File: config.mk
export PLATFORM = sky130hd
export DESIGN_NAME = instr_encoder_flat
export DESIGN_NICKNAME = d
export VERILOG_FILES = /design/src/rtl/instr_encoder_pkg.sv /design/src/rtl/instr_encoder_if.sv /design/src/rtl/instr_encoder_fifo.sv /design/src/rtl/instr_encoder.sv /design/src/flat_wrapper.sv
export SDC_FILE = /design/constraint.sdc
export NUM_CORES = 1
export LEC_CHECK = 0
export CAP_MARGIN = 25
export CORE_ASPECT_RATIO = 0.5
export CORE_MARGIN = 3
export CORE_UTILIZATION = 50
export DETAILED_ROUTE_END_ITERATION = 10
export PLACE_DENSITY = 0.84
export SYNTH_ARGS = -nofsm -noshare
export SYNTH_HDL_FRONTEND = slang
export SYNTH_SLANG_ARGS = --single-unit
export TNS_END_PERCENT = 20
File: constraint.sdc
create_clock -name clk -period 4.8 [get_ports clk]
set_clock_uncertainty 0.1 [all_clocks]
set_input_delay 1.44 -clock clk [delete_from_list [all_inputs] [get_ports clk]]
set_output_delay 1.44 -clock clk [all_outputs]
set_load 0.01 [all_outputs]
File: src/rtl/instr_encoder_pkg.sv
// Shared RV32I encode definitions: opcodes, funct fields, op enum, loader FSM states.
// Latency: n/a (package only).
// Backpressure: n/a.
package instr_encoder_pkg;

  localparam logic [6:0] OPC_OP     = 7'b0110011;
  localparam logic [6:0] OPC_OP_IMM = 7'b0010011;
  localparam logic [2:0] F3_ADD     = 3'b000;
  localparam logic [6:0] F7_ADD     = 7'b0000000;
  localparam logic [6:0] F7_SUB     = 7'b0100000;

  typedef enum logic [1:0] {
    ENC_ADD  = 2'b00,
    ENC_SUB  = 2'b01,
    ENC_ADDI = 2'b10,
    ENC_RSVD = 2'b11
  } enc_op_e;

  typedef enum logic {
    ST_LOADING = 1'b0,
    ST_FULL    = 1'b1
  } ld_state_e;

  // Pure packer; only imm[11:0] reaches the word, range policy lives in the caller.
  function automatic logic [31:0] encode(enc_op_e op, logic [4:0] rd, logic [4:0] rs1,
                                         logic [4:0] rs2, logic [31:0] imm);
    logic [31:0] w;
    w = '0;
    case (op)
      ENC_ADD:  w = {F7_ADD, rs2, rs1, F3_ADD, rd, OPC_OP};
      ENC_SUB:  w = {F7_SUB, rs2, rs1, F3_ADD, rd, OPC_OP};
      ENC_ADDI: w = {imm[11:0], rs1, F3_ADD, rd, OPC_OP_IMM};
      default:  w = '0;
    endcase
    return w;
  endfunction

endpackage

File: src/rtl/instr_encoder_if.sv
// Request/response bus of the instruction encoder (symbolic op in, addr/word out).
// Latency: n/a (wires only).
// Backpressure: valid/ready on both the request and the output stream.
//   master: request producer + output sink (testbench / loader front end)
//   slave : the encoder
interface instr_encoder_if #(
  parameter int AW = 32
);
  logic          in_valid;
  logic          in_ready;
  logic [1:0]    in_op;
  logic [4:0]    in_rd;
  logic [4:0]    in_rs1;
  logic [4:0]    in_rs2;
  logic [31:0]   in_imm;
  logic          out_valid;
  logic          out_ready;
  logic [31:0]   out_instr;
  logic [AW-1:0] out_addr;

  modport master (
    output in_valid, in_op, in_rd, in_rs1, in_rs2, in_imm, out_ready,
    input  in_ready, out_valid, out_instr, out_addr
  );

  modport slave (
    input  in_valid, in_op, in_rd, in_rs1, in_rs2, in_imm, out_ready,
    output in_ready, out_valid, out_instr, out_addr
  );
endinterface

File: src/rtl/instr_encoder_fifo.sv
// 2-entry FIFO of {addr, instr}, width W, with occupancy count.
// Latency: push visible at head on the next cycle; no pass-through.
// Backpressure: caller must not push when count==2 nor pop when count==0.
//   ports: clk, rst (async high), flush (sync clear), push/wdat, pop/rdat, count
module enc_fifo #(
  parameter int W = 64
) (
  input  logic         clk,
  input  logic         rst,
  input  logic         flush,
  input  logic         push,
  input  logic [W-1:0] wdat,
  input  logic         pop,
  output logic [W-1:0] rdat,
  output logic [1:0]   count
);
  logic [W-1:0] mem [2];
  logic         wr_ptr;
  logic         rd_ptr;
  logic [1:0]   cnt_q;

  always_ff @(posedge clk or posedge rst) begin
    if (rst) begin
      for (int i = 0; i < 2; i++) mem[i] <= '0;
      wr_ptr <= 1'b0;
      rd_ptr <= 1'b0;
      cnt_q  <= 2'd0;
    end else if (flush) begin
      wr_ptr <= 1'b0;
      rd_ptr <= 1'b0;
      cnt_q  <= 2'd0;
    end else begin
      if (push) begin
        mem[wr_ptr] <= wdat;
        wr_ptr      <= ~wr_ptr;
      end
      if (pop) rd_ptr <= ~rd_ptr;
      case ({push, pop})
        2'b10:   cnt_q <= cnt_q + 2'd1;
        2'b01:   cnt_q <= cnt_q - 2'd1;
        default: cnt_q <= cnt_q;
      endcase
    end
  end

  assign rdat  = mem[rd_ptr];
  assign count = cnt_q;
endmodule

File: src/rtl/instr_encoder.sv
// Encodes ADD/SUB/ADDI requests into RV32I words and emits (byte addr, word) for imem loading.
// Latency: 1 cycle from accept to out_valid when empty; 1 word/cycle sustained.
// Backpressure: in_ready = !full && fifo not full (registered state only); outputs hold until out_ready.
//   ports: clk, rst (async high), flush (sync clear), bus (instr_encoder_if.slave),
//          full (MEM_WORDS enqueued), err (1-cycle pulse on a dropped request)
//   optional: IMM_RANGE_CHECK_EN -- ADDI immediates outside [-2048, 2047] are dropped as errors
module instr_encoder
  import instr_encoder_pkg::*;
#(
  parameter int            AW        = 32,
  parameter logic [AW-1:0] BASE_ADDR = '0,
  parameter int            MEM_WORDS = 256
) (
  input  logic             clk,
  input  logic             rst,
  input  logic             flush,
  instr_encoder_if.slave   bus,
  output logic             full,
  output logic             err
);
  localparam int IW = $clog2(MEM_WORDS + 1);

  ld_state_e     state_q, state_d;
  logic [IW-1:0] idx_q;
  logic          err_q;
  logic [1:0]    fifo_cnt;
  logic [AW+31:0] fifo_rdat;

  enc_op_e       op;
  logic          accept;
  logic          bad_req;
  logic          push;
  logic          pop;
  logic          last_word;
  logic [AW-1:0] wr_addr;
  logic [31:0]   wr_instr;

  assign op = enc_op_e'(bus.in_op);

`ifdef IMM_RANGE_CHECK_EN
  // In range iff bits [31:11] are a pure sign extension.
  logic imm_fits;
  assign imm_fits = (&bus.in_imm[31:11]) || !(|bus.in_imm[31:11]);
  assign bad_req  = (op == ENC_RSVD) || ((op == ENC_ADDI) && !imm_fits);
`else
  assign bad_req  = (op == ENC_RSVD);
`endif

  // flush discards any same-cycle handshake on either side.
  assign bus.in_ready = (state_q == ST_LOADING) && (fifo_cnt < 2'd2);
  assign accept       = bus.in_valid && bus.in_ready && !flush;
  assign push         = accept && !bad_req;
  assign pop          = bus.out_valid && bus.out_ready && !flush;
  assign last_word    = (idx_q == IW'(MEM_WORDS - 1));

  assign wr_addr  = BASE_ADDR + (AW'(idx_q) << 2);
  assign wr_instr = encode(op, bus.in_rd, bus.in_rs1, bus.in_rs2, bus.in_imm);

  enc_fifo #(.W(AW + 32)) u_fifo (
    .clk   (clk),
    .rst   (rst),
    .flush (flush),
    .push  (push),
    .wdat  ({wr_addr, wr_instr}),
    .pop   (pop),
    .rdat  (fifo_rdat),
    .count (fifo_cnt)
  );

  assign bus.out_valid = (fifo_cnt != 2'd0);
  assign bus.out_addr  = fifo_rdat[AW+31:32];
  assign bus.out_instr = fifo_rdat[31:0];

  // Loader FSM: state register.
  always_ff @(posedge clk or posedge rst) begin
    if (rst) state_q <= ST_LOADING;
    else     state_q <= state_d;
  end

  // Loader FSM: next state.
  always_comb begin
    state_d = state_q;
    if (flush)                                    state_d = ST_LOADING;
    else if (state_q == ST_LOADING && push && last_word) state_d = ST_FULL;
  end

  // Loader FSM: outputs.
  always_comb begin
    full = (state_q == ST_FULL);
  end

  // Word index counts enqueued words only.
  always_ff @(posedge clk or posedge rst) begin
    if (rst) begin
      idx_q <= '0;
      err_q <= 1'b0;
    end else if (flush) begin
      idx_q <= '0;
      err_q <= 1'b0;
    end else begin
      if (push) idx_q <= idx_q + 1'b1;
      err_q <= accept && bad_req;
    end
  end

  assign err = err_q;
endmodule

File: src/flat_wrapper.sv
// flat-port wrapper written by rule: the top's interface ports become plain ports
module instr_encoder_flat import instr_encoder_pkg::*;
#(
  parameter int            AW        = 32,
  parameter logic [AW-1:0] BASE_ADDR = '0,
  parameter int            MEM_WORDS = 256
)
  (clk, rst, flush, full, err, bus_in_valid, bus_in_op, bus_in_rd, bus_in_rs1, bus_in_rs2, bus_in_imm, bus_out_ready, bus_in_ready, bus_out_valid, bus_out_instr, bus_out_addr);
  instr_encoder_if #(.AW(AW)) bus_i ();
  input  logic clk;
  input  logic rst;
  input  logic flush;
  output logic full;
  output logic err;
  input wire logic [$bits(bus_i.in_valid)-1:0] bus_in_valid;
  input wire logic [$bits(bus_i.in_op)-1:0] bus_in_op;
  input wire logic [$bits(bus_i.in_rd)-1:0] bus_in_rd;
  input wire logic [$bits(bus_i.in_rs1)-1:0] bus_in_rs1;
  input wire logic [$bits(bus_i.in_rs2)-1:0] bus_in_rs2;
  input wire logic [$bits(bus_i.in_imm)-1:0] bus_in_imm;
  input wire logic [$bits(bus_i.out_ready)-1:0] bus_out_ready;
  output wire logic [$bits(bus_i.in_ready)-1:0] bus_in_ready;
  output wire logic [$bits(bus_i.out_valid)-1:0] bus_out_valid;
  output wire logic [$bits(bus_i.out_instr)-1:0] bus_out_instr;
  output wire logic [$bits(bus_i.out_addr)-1:0] bus_out_addr;
  assign bus_i.in_valid = bus_in_valid;
  assign bus_i.in_op = bus_in_op;
  assign bus_i.in_rd = bus_in_rd;
  assign bus_i.in_rs1 = bus_in_rs1;
  assign bus_i.in_rs2 = bus_in_rs2;
  assign bus_i.in_imm = bus_in_imm;
  assign bus_i.out_ready = bus_out_ready;
  assign bus_in_ready = bus_i.in_ready;
  assign bus_out_valid = bus_i.out_valid;
  assign bus_out_instr = bus_i.out_instr;
  assign bus_out_addr = bus_i.out_addr;
  instr_encoder #(.AW(AW), .BASE_ADDR(BASE_ADDR), .MEM_WORDS(MEM_WORDS)) u_core (.clk(clk), .rst(rst), .flush(flush), .bus(bus_i), .full(full), .err(err));
endmodule
==> reports/results.ini <==
[outcome]
status = complete, no violations

[route]
vias = 2714
viasPerCell = 5.199
wl_per_cell_um = 17.09
first_pass_iters = 4
top_layer_used = met4
wl_um = 8920
ant_nets = 0
drc = 0
wl_met1_um = 3623
drtIter0Drc = 220
route.met2.wl_um = 4605
wl_met3_um = 540

[clocking]
cts_tree = built
insertion_delay_ps = 340
clock_path_buffers = 2
cts_buffers = 9
clkSlewWorstSetupHoldPaths_ps = 60
htreeDepth = 3
postCtsHoldBufs = 0
cts_root_buf = clkbuf_16
clock-sinks = 81
post-cts-setup-buffers = 0
ctsResizeCount = 0

[critical_path]
path_delay_family = buffers and inverters
slowest_stage = clkdlybuf4s50_1
path_cells = clkdlybuf4s50_1, or4b_4, nor3b_4, buf_4, mux2_2
cp-end-kind = register
ff2ff_path_depth = 4
cp.required_ps = 4930
r2r-end = u_core.u_fifo.mem[75]$_DFFE_PP0P_
r2r_start = u_core.full$_DFFE_PP0P_
start_kind = primary input
critPathKind = primary input to register
crit_buf_inv = 2
arrival_ps = 3750
r2r_slack_ps = 2470
critPathMaxStageDelay_ps = 690
cp_max_fo = 16

[pwr]
power_per_cell_area_nw_per_um2 = 390.4
p_clk_frac = 0.347
seq_power_share = 0.436
internal-power_mw = 1.465
p_sw_frac = 0.2600
power_switching_mw = 0.5150
combPwrFrac = 0.218
peakVddDrop_mv = 0.2075
p_leak_nw = 2.341

[timing]
max_freq_mhz = 275.7
rsz0062_at_grt = no
setup_tns_ps = 0
tightest_slew_ps = 912.7
hold_viol_final = 0
finalCriticalPeriod_ps = 3627
period_share = 0.7556
slew_viol_final = 0
slew_headroom = 0.3903
setup_viol = 0

[finish]
fillers = 520
nets = 465
regArea_um2 = 2027
fin_util = 0.6701
drive_above_1_share = 0.2729
antenna_cells = 0
synthToLayoutAreaGrowth_pct = 25.67
multi_input_area_um2 = 1735

[grt]
grt_overflow = 0
grt_pass1_wl_um = 14270
track_usage = 0.1957
grt_pass1_vias = 2848
grt_start_max_net_pins = 54
antenna_found_initial = 0

[yosys]
synth_seq_area_share = 0.5022
ys_types = 38
yosys-top-cells-area = dfrtp_1 50%, mux2_2 23%, buf_4 5.8%
synth_commonest_cells = 82 x mux2_2, 81 x dfrtp_1, 31 x buf_4, 16 x inv_1
ys_seq_elements = 81
synth_area_per_cell_um2 = 12.01
synthesis.instances = 336
async_flop_share = 1.000
yosys.cell_count.top_type = mux2_2
synth_edf_count = 0
yosysWarnings = 0
synth_top_cell_by_area = dfrtp_1
synth.top_cell.area_share = 0.5022
syn_area_um2 = 4036
synth_ff_type = dfrtp_1

[worst_hold_path]
holdPathEnd = u_core.u_fifo.mem[68]$_DFFE_PP0P_
worst_hold_path.num_cells = 1
hold_path_class = register to register
hold_start = u_core.u_fifo.mem[68]$_DFFE_PP0P_

[placed_design]
place.detailed.hpwl_um = 6033
port_buffers = 72
gp_congestion = 0.7779

[run]
maxCapViolations = 0

[floorplanning]
pin_count = 122
die_w_um = 133.1
chipHeight_um = 69.53
start_util = 0.5332
core_area_um2 = 7570
rows = 22
die-area_um2 = 9252

[cell type report]
cell class,count,area share
Clock buffer,11,0.04785
Clock inverter,5,0.01085
Timing Repair Buffer,82,0.1608
Sequential cell,81,0.3996
Multi-Input combinational cell,219,0.3421
Inverter,16,0.01209
Tap cell,108,0.02664
[flip-flops by register name (all words and copies together), names as in the netlist]
register / flops
u_core.u_fifo.mem: 66
u_core.full: 1
u_core.idx_q: 9
u_core.u_fifo.rd_ptr: 1
u_core.u_fifo.count: 2
u_core.u_fifo.wr_ptr: 1
u_core.err: 1
[cell families after synthesis]
group                    count (synthesis)  synth area share
AO/OA/AOI/OAI                           32           0.04650
XOR/XNOR                                 1          0.002170
adder cells (fa/ha/maj)                  2          0.006199
buffers and inverters                   64           0.09516
flip-flops                              81            0.5022
multiplexers                            94            0.2585
other                                    1         0.0009291
AND/OR/NAND/NOR                         61           0.08835
[stage by stage]
step | power (mW) | setup WS (ps) | hold WS (ps) | cells | area, um2
2_1_floorplan | 1.121 | 1180 | 328.5 | 364 | 4141
3_3_place_gp | 1.269 | 916.7 | 346.6 | 505 | 4747
3_5_place_dp | 1.299 | 864.2 | 349.9 | 505 | 4747
4_1_cts | 1.985 | 640.7 | 369.4 | 521 | 5045
5_1_grt | 2.063 | 1060 | 398.3 | 522 | 5072
6_report | 1.981 | 1173 | 366.3 | 522 | 5072
[power by group through the flow]
stage                     clock, mW  combinational, mW  sequential [mW]
after floorplan                   0              0.272            0.849
after global placement            0              0.406            0.863
after CTS                     0.692              0.427            0.866
final                         0.686              0.431            0.863
after detailed placement          0              0.423            0.875
after global routing          0.723              0.466            0.874
[worst reg2reg max path: stages, from the launching register on]
cell and delay (ps):
dfrtp_1 450, or4b_4 590, nor3b_4 350, buf_4 340, mux2_2 380
[layer usage]
layer	global-route usage	vias up
met5	0	-
met4	0.06797	0
met3	0.06377	19
met2	0.3421	89
met1	0.2276	1365
li1	-	1241
[worst max-delay path by stage]
stage	startpoint	end	slack (ps)	depth (start not counted)
5_1_grt	bus_in_op[1]	u_core.u_fifo.mem[101]$_DFFE_PP0P_	1060	5
3_3_place_gp	bus_in_valid	u_core.u_fifo.mem[75]$_DFFE_PP0P_	920	5
3_5_place_dp	bus_in_valid	u_core.u_fifo.mem[75]$_DFFE_PP0P_	860	5
2_1_floorplan	rst	u_core.err$_DFF_PP0_	1180	1
4_1_cts	u_core.u_fifo.rd_ptr$_DFFE_PP0P_	bus_out_instr[1]	640	3
6_report	bus_in_valid	u_core.u_fifo.mem[75]$_DFFE_PP0P_	1170	5
[cells in the final DEF, fill, tap and decap left out, types with 2 or more instances in the layout]
cell type,count
ha_1,2
nand2_1,10
a21o_1,3
nand4_1,2
clkbuf_16,9
buf_4,9
clkinv_2,3
or2_2,2
mux2i_1,12
nor2_1,7
o21ai_0,10
nand3_1,5
a21oi_1,12
clkinvlp_4,2
o31ai_1,2
inv_1,15
clkdlybuf4s50_1,72
mux2_2,82
dfrtp_1,81
nor3b_1,2
or4_1,2
nor2b_1,11
conb_1,29
and2_1,11
nor3_1,2
Power figures use the tool's default switching activity.
